--- src/rtl/pipe_hazard_ctrl.sv ---
// pipe_hazard_ctrl
//   Central stall/flush sequencer for the 5-stage pipeline. Merges load-use
//   hazards (ID), taken branch/jump redirects (ID) and data-cache miss stalls
//   (MEM) into the pipeline register controls. It also runs a miss-wait
//   watchdog and keeps stall/flush/miss performance counters.
//
// Ports
//   clk_i            rising-edge clock
//   rst_i            synchronous active-high reset
//   idex_memread_i   instruction in EX is a load
//   idex_rt_i        destination register of that load
//   ifid_rs_i        rs field of the instruction in ID
//   ifid_rt_i        rt field of the instruction in ID
//   branch_taken_i   ID resolved a taken branch/jump this cycle
//   mem_stall_i      dcache busy (level); whole pipeline holds while high
//   pc_write_o       PC update enable
//   ifid_hold_o      IF/ID keeps its contents
//   ifid_flush_o     IF/ID loads a NOP
//   idex_bubble_o    ID/EX loads a control bubble
//   pipe_freeze_o    ID/EX, EX/MEM, MEM/WB keep their contents
//   state_o          0=RUN, 1=MEM_WAIT, 2=HALT
//   timeout_o        sticky watchdog flag
//   stall_cnt_o      cycles with pc_write_o=0
//   flush_cnt_o      cycles with ifid_flush_o=1
//   miss_cnt_o       RUN->MEM_WAIT entries
module pipe_hazard_ctrl #(
   parameter int CNT_W       = 32,
   parameter int TMO_W       = 8,
   parameter int MEM_TIMEOUT = 255
) (
   input  logic             clk_i,
   input  logic             rst_i,
   input  logic             idex_memread_i,
   input  logic [4:0]       idex_rt_i,
   input  logic [4:0]       ifid_rs_i,
   input  logic [4:0]       ifid_rt_i,
   input  logic             branch_taken_i,
   input  logic             mem_stall_i,
   output logic             pc_write_o,
   output logic             ifid_hold_o,
   output logic             ifid_flush_o,
   output logic             idex_bubble_o,
   output logic             pipe_freeze_o,
   output logic [1:0]       state_o,
   output logic             timeout_o,
   output logic [CNT_W-1:0] stall_cnt_o,
   output logic [CNT_W-1:0] flush_cnt_o,
   output logic [CNT_W-1:0] miss_cnt_o
);

   typedef enum logic [1:0] {
      ST_RUN      = 2'd0,
      ST_MEM_WAIT = 2'd1,
      ST_HALT     = 2'd2
   } state_t;

   localparam logic [TMO_W-1:0] WAIT_LAST = TMO_W'(MEM_TIMEOUT - 1);

   state_t           state_q;
   logic [TMO_W-1:0] wait_q;
   logic             load_use;
   logic             halt_hold;

   // Saturating increment of the miss-wait counter.
   function automatic logic [TMO_W-1:0] sat_inc(input logic [TMO_W-1:0] v);
      if (v == {TMO_W{1'b1}})
         return v;
      return v + TMO_W'(1);
   endfunction

   // Writes to $zero never create a real dependency.
   assign load_use = idex_memread_i && (idex_rt_i != 5'd0) &&
                     ((idex_rt_i == ifid_rs_i) || (idex_rt_i == ifid_rt_i));

   // HALT freezes everything, except in the reset cycle where the RUN
   // equations apply so the pipeline restarts cleanly.
   assign halt_hold = (state_q == ST_HALT) && !rst_i;

   // MEM_WAIT shares the RUN equations: a stalled cycle is handled by the
   // mem_stall_i term, and the release cycle advances like a normal RUN cycle.
   always_comb begin
      pc_write_o    = 1'b1;
      ifid_hold_o   = 1'b0;
      ifid_flush_o  = 1'b0;
      idex_bubble_o = 1'b0;
      pipe_freeze_o = 1'b0;
      if (halt_hold || mem_stall_i) begin
         pc_write_o    = 1'b0;
         ifid_hold_o   = 1'b1;
         pipe_freeze_o = 1'b1;
      end else if (load_use) begin
         // A coincident branch is dropped here; ID re-resolves it next cycle.
         pc_write_o    = 1'b0;
         ifid_hold_o   = 1'b1;
         idex_bubble_o = 1'b1;
      end else if (branch_taken_i) begin
         ifid_flush_o  = 1'b1;
      end
   end

   always_ff @(posedge clk_i) begin
      if (rst_i) begin
         state_q     <= ST_RUN;
         wait_q      <= '0;
         timeout_o   <= 1'b0;
         stall_cnt_o <= '0;
         flush_cnt_o <= '0;
         miss_cnt_o  <= '0;
      end else begin
         if (!pc_write_o)
            stall_cnt_o <= stall_cnt_o + CNT_W'(1);
         if (ifid_flush_o)
            flush_cnt_o <= flush_cnt_o + CNT_W'(1);
         case (state_q)
            ST_RUN: begin
               if (mem_stall_i) begin
                  state_q    <= ST_MEM_WAIT;
                  wait_q     <= '0;
                  miss_cnt_o <= miss_cnt_o + CNT_W'(1);
               end
            end
            ST_MEM_WAIT: begin
               if (mem_stall_i) begin
                  // Trip on the cycle the counter already sits at the limit.
                  if (wait_q == WAIT_LAST) begin
                     state_q   <= ST_HALT;
                     timeout_o <= 1'b1;
                  end else begin
                     wait_q <= sat_inc(wait_q);
                  end
               end else begin
                  state_q <= ST_RUN;
               end
            end
            ST_HALT: state_q <= ST_HALT;
            default: state_q <= ST_RUN;
         endcase
      end
   end

   assign state_o = state_q;

endmodule

--- config.mk ---
export PLATFORM = sky130hd
export DESIGN_NAME = pipe_hazard_ctrl
export DESIGN_NICKNAME = d
export VERILOG_FILES = /design/src/rtl/pipe_hazard_ctrl.sv
export SDC_FILE = /design/constraint.sdc
export NUM_CORES = 1
export LEC_CHECK = 0
export CELL_PAD_IN_SITES_DETAIL_PLACEMENT = 1
export CELL_PAD_IN_SITES_GLOBAL_PLACEMENT = 2
export CORE_MARGIN = 2
export CORE_UTILIZATION = 29
export DETAILED_ROUTE_END_ITERATION = 16
export PLACE_DENSITY_LB_ADDON = 0.12
export SLEW_MARGIN = 20
export SYNTH_ARGS = -nofsm -noshare
export SYNTH_HDL_FRONTEND = slang
export SYNTH_SLANG_ARGS = --single-unit
export TNS_END_PERCENT = 30
--- constraint.sdc ---
create_clock -name clk_i -period 2.13 [get_ports clk_i]
set_input_delay 0.213 -clock clk_i [delete_from_list [all_inputs] [get_ports clk_i]]
set_output_delay 0.213 -clock clk_i [all_outputs]
set_load 0.02 [all_outputs]
==> summary.txt <==
Global routing
  – GRT Total Usage: a little under a fifth
  – Vias in the first global route: 5503
  – First-pass GRT wire length: around 27000 µm
  – Pin count of the biggest net entering global routing: 60
  – Total grt overflow: 0
  – Antenna violations before repair: 0

Yosys
  – Mapped cell area: just over 5000 µm²
  – Post-Synth XOR/XNOR Area: 7.968%
  – Avg Inst Size Synth: 8.319 µm²
  – Post-synthesis compound-gate area fraction: 15.55%
  – Post-Synth Adder-Cell Area: 1.211%
  – Ys async rst share: 0%
  – Synth Area in Simple Gates: 29.28%
  – Post-synthesis mux area share: 0.8234%
  – EDFF count, synth: 0
  – Ys flop type: dfxtp_1
  – Gate Count Post-Synth: around 620
  – Unique cell type count in the Yosys netlist: 46
  – Largest family of logic cells by synthesized area: simple AND/OR/NAND/NOR gates
  – Syn_nets: 646
  – Number of synthesized register bits: 107
  – Seq/Total Area, Yosys: 41.46%
  – Synthesis Warnings: 0

Timing
  – RSZ-0062 raised after global routing: false
  – Setup_tns: 0 ns
  – Slew HR: between 50 and 60%
  – Final slew viol count: 0
  – Fin. Hold Viols: 0
  – Final setup fails: 0
  – Final period utilization: 96.96%
  – Achievable Freq: 0.4842 GHz
  – Worst-Margin Slew: roughly 0.68 ns
  – Final Critical Period: 2.065 ns
  – Fin Clk Skew: 0.009217 ns

Layout
  – NumNets Final: 828
  – Synth-to-layout area growth: 46.19%
  – Util after Layout: 43.51%
  – # fillers: 2056
  – Number of diodes: 0
  – Post-layout instance area: 7552 µm²
  – Share of cells above drive strength 1: 15.59%

Place
  – Detailed placement HPWL: 12300 µm
  – IO buf count: 123
  – Dpl cell area: 7126 µm²
  – GPL Wtd Cong: 0.7980

Floorplanning
  – Placeable core area: about 17000 µm²
  – Placement Rows: 48
  – Die footprint: 18900 µm²
  – I/O pins: between 100 and 150
  – Die Y: 137.5 µm
  – Initial core utilization: 29.76%
  – Die width: ~140 µm

Setup path
  – CP Class: input port to flip-flop
  – CP startpoint kind: input port
  – Worst EP arrival: about 2.3 ns
  – Critical Path RT: 2.41 ns
  – Setup crit end kind: flip-flop
  – Crit path max fanout: 20

Flow run
  – Max-Cap Viols: 0

Outcome
  – Status: complete, no violations

Clock network
  – H-tree depth: 3
  – Worst-Skew Late Latency: 0.36 ns
  – CTS tree: done
  – Root Buffer Master: clkbuf_16
  – CTS Buffer Depth: 2
  – CTS buffer count: 9
  – CTS clk-pin slew, worst paths: about 0.07 ns
  – CTS Sinks: 107

Power and ir drop
  – Worst ir drop on vdd: 0.3586 mV
  – PwrDens: 546.6 nW/µm²
  – LEAKAGE: 2.609 nW

Hold path
  – Hold Path Class: flip-flop to flip-flop

Drt
  – Routed length per placed instance: 16.11 µm
  – DRT iter0 DRCs: between 150 and 200
  – Via density: 5.199
  – Total number of vias: 5371
  – DRT antenna net count: 0
  – Pre-Repair DR Iteration Count: 4
  – Routed WL: 16640 µm
  – Drt drc: 0
## path summary, 6_finish.rpt
| kind | from | end | slack (ns) | depth (start not counted) |
|---|---|---|---|---|
| min | timeout_o | timeout_o | 0.46 | 2 |
| min reg2reg | timeout_o | timeout_o | 0.46 | 2 |
| max | ifid_rt_i[4] | stall_cnt_o[13] | 0.06 | 9 |
| max reg2reg | miss_cnt_o[15] | miss_cnt_o[29] | 0.11 | 5 |
## registers in the layout, indices dropped and copies added, names as in the netlist
name and cells:
miss_cnt_o 32, flush_cnt_o 32, stall_cnt_o 32, wait_q 8, state_o 2, timeout_o 1
## per-layer routing
layer  up-vias  GRT usage, %  wire, µm
met5         -             0         0
met4         0         6.186       262
met3        15         3.495       599
met2        77         31.34      8179
li1       2631             -         -
met1      2648         22.16      7597
## cells by family after synthesis
kind of cell               count (synthesis)
and+or+nand+nor                          275
AOI/OAI and AO/OA                        137
DFF                                      107
xor gates and xnor gates                  47
buffers and inverters                     46
adders and majority gates                  5
muxes                                      4
## where the power goes
| group | internal [mW] | switching [mW] |
|---|---|---|
| registers | 2.01 | 0.0162 |
| logic | 0.146 | 0.182 |
| clock network | 0.982 | 0.789 |
## Yosys cell counts, drive strengths merged, types with 5 or more instances
cell,count,area [µm²]
nand4,23,143.9
and4,9,78.83
nor2,54,202.7
nor3,11,65.06
and2,7,43.79
nand2,40,150.1
xnor2,14,122.6
clkbuf,22,82.58
o31ai,22,165.2
o21ai,41,220.2
nand3,36,185.2
or3,40,250.2
a21oi,62,310.3
inv,15,56.30
o2111ai,5,43.79
xor2,33,289.0
ha,5,62.56
or4,25,187.7
and3,17,106.4
buf,9,52.55
dfxtp,107,2142
## area by class of cell
class	count	area, µm²	area share [%]
Multi-Input combinational cell	468	2897	38.35
Sequential cell	107	2145	28.40
Timing Repair Buffer	202	1858	24.60
Tap cell	225	281.5	3.728
Clock buffer	11	252.7	3.347
Clock inverter	5	60.06	0.7952
Inverter	15	58.81	0.7787
## placed cells by master, fill, tap and decap left out, types with 3 or more instances in the layout
cell and n:
a21oi_1 59, a21oi_2 3, and2_1 7, and3_1 17, and4_1 9, buf_4 75
buf_6 3, clkbuf_16 9, clkdlybuf4s50_1 112, dfxtp_1 105, dlygate4sd2_1 3, dlymetal6s2s_1 3
ha_1 5, inv_1 14, nand2_1 40, nand3_1 34, nand4_1 23, nor2_1 52
nor2b_1 3, nor3_1 8, nor3_2 3, nor4_1 3, o2111ai_1 5, o21ai_0 38
o31ai_1 22, or3_1 39, or4_1 22, or4_4 3, xnor2_1 14, xor2_1 33
## worst max-delay path, cell delays in order
cell	delay (ns)
clkdlybuf4s50_1	0.41
xor2_1	0.16
nor3_2	0.21
a22oi_2	0.13
o21ai_4	0.26
inv_4	0.09
buf_8	0.16
or4_1	0.51
a21oi_1	0.18
## timing repair
| item | 4_1_cts | 5_1_grt |
|---|---|---|
| hold buffers | 0 | 0 |
| resized for setup | 27 | 17 |
| pin swaps | 1 | 5 |
| endpoints found under the setup margin | 37 | 47 |
| buffers inserted | 3 | 0 |
## per-stage QoR
step                      setup slack (ns)  power [mW]  hold WS (ns)  std cells
after global placement             -0.5185       2.383        0.4541       1014
final                              0.06476       4.128        0.4582       1033
after floorplan                   0.006422       2.227        0.3617        621
after CTS                         -0.05135       4.193        0.4595       1033
after detailed placement           -0.6080       2.392        0.4482       1014
after global routing              0.004346       4.294        0.4819       1033
Note: power is estimated with default switching activity, not from simulation.
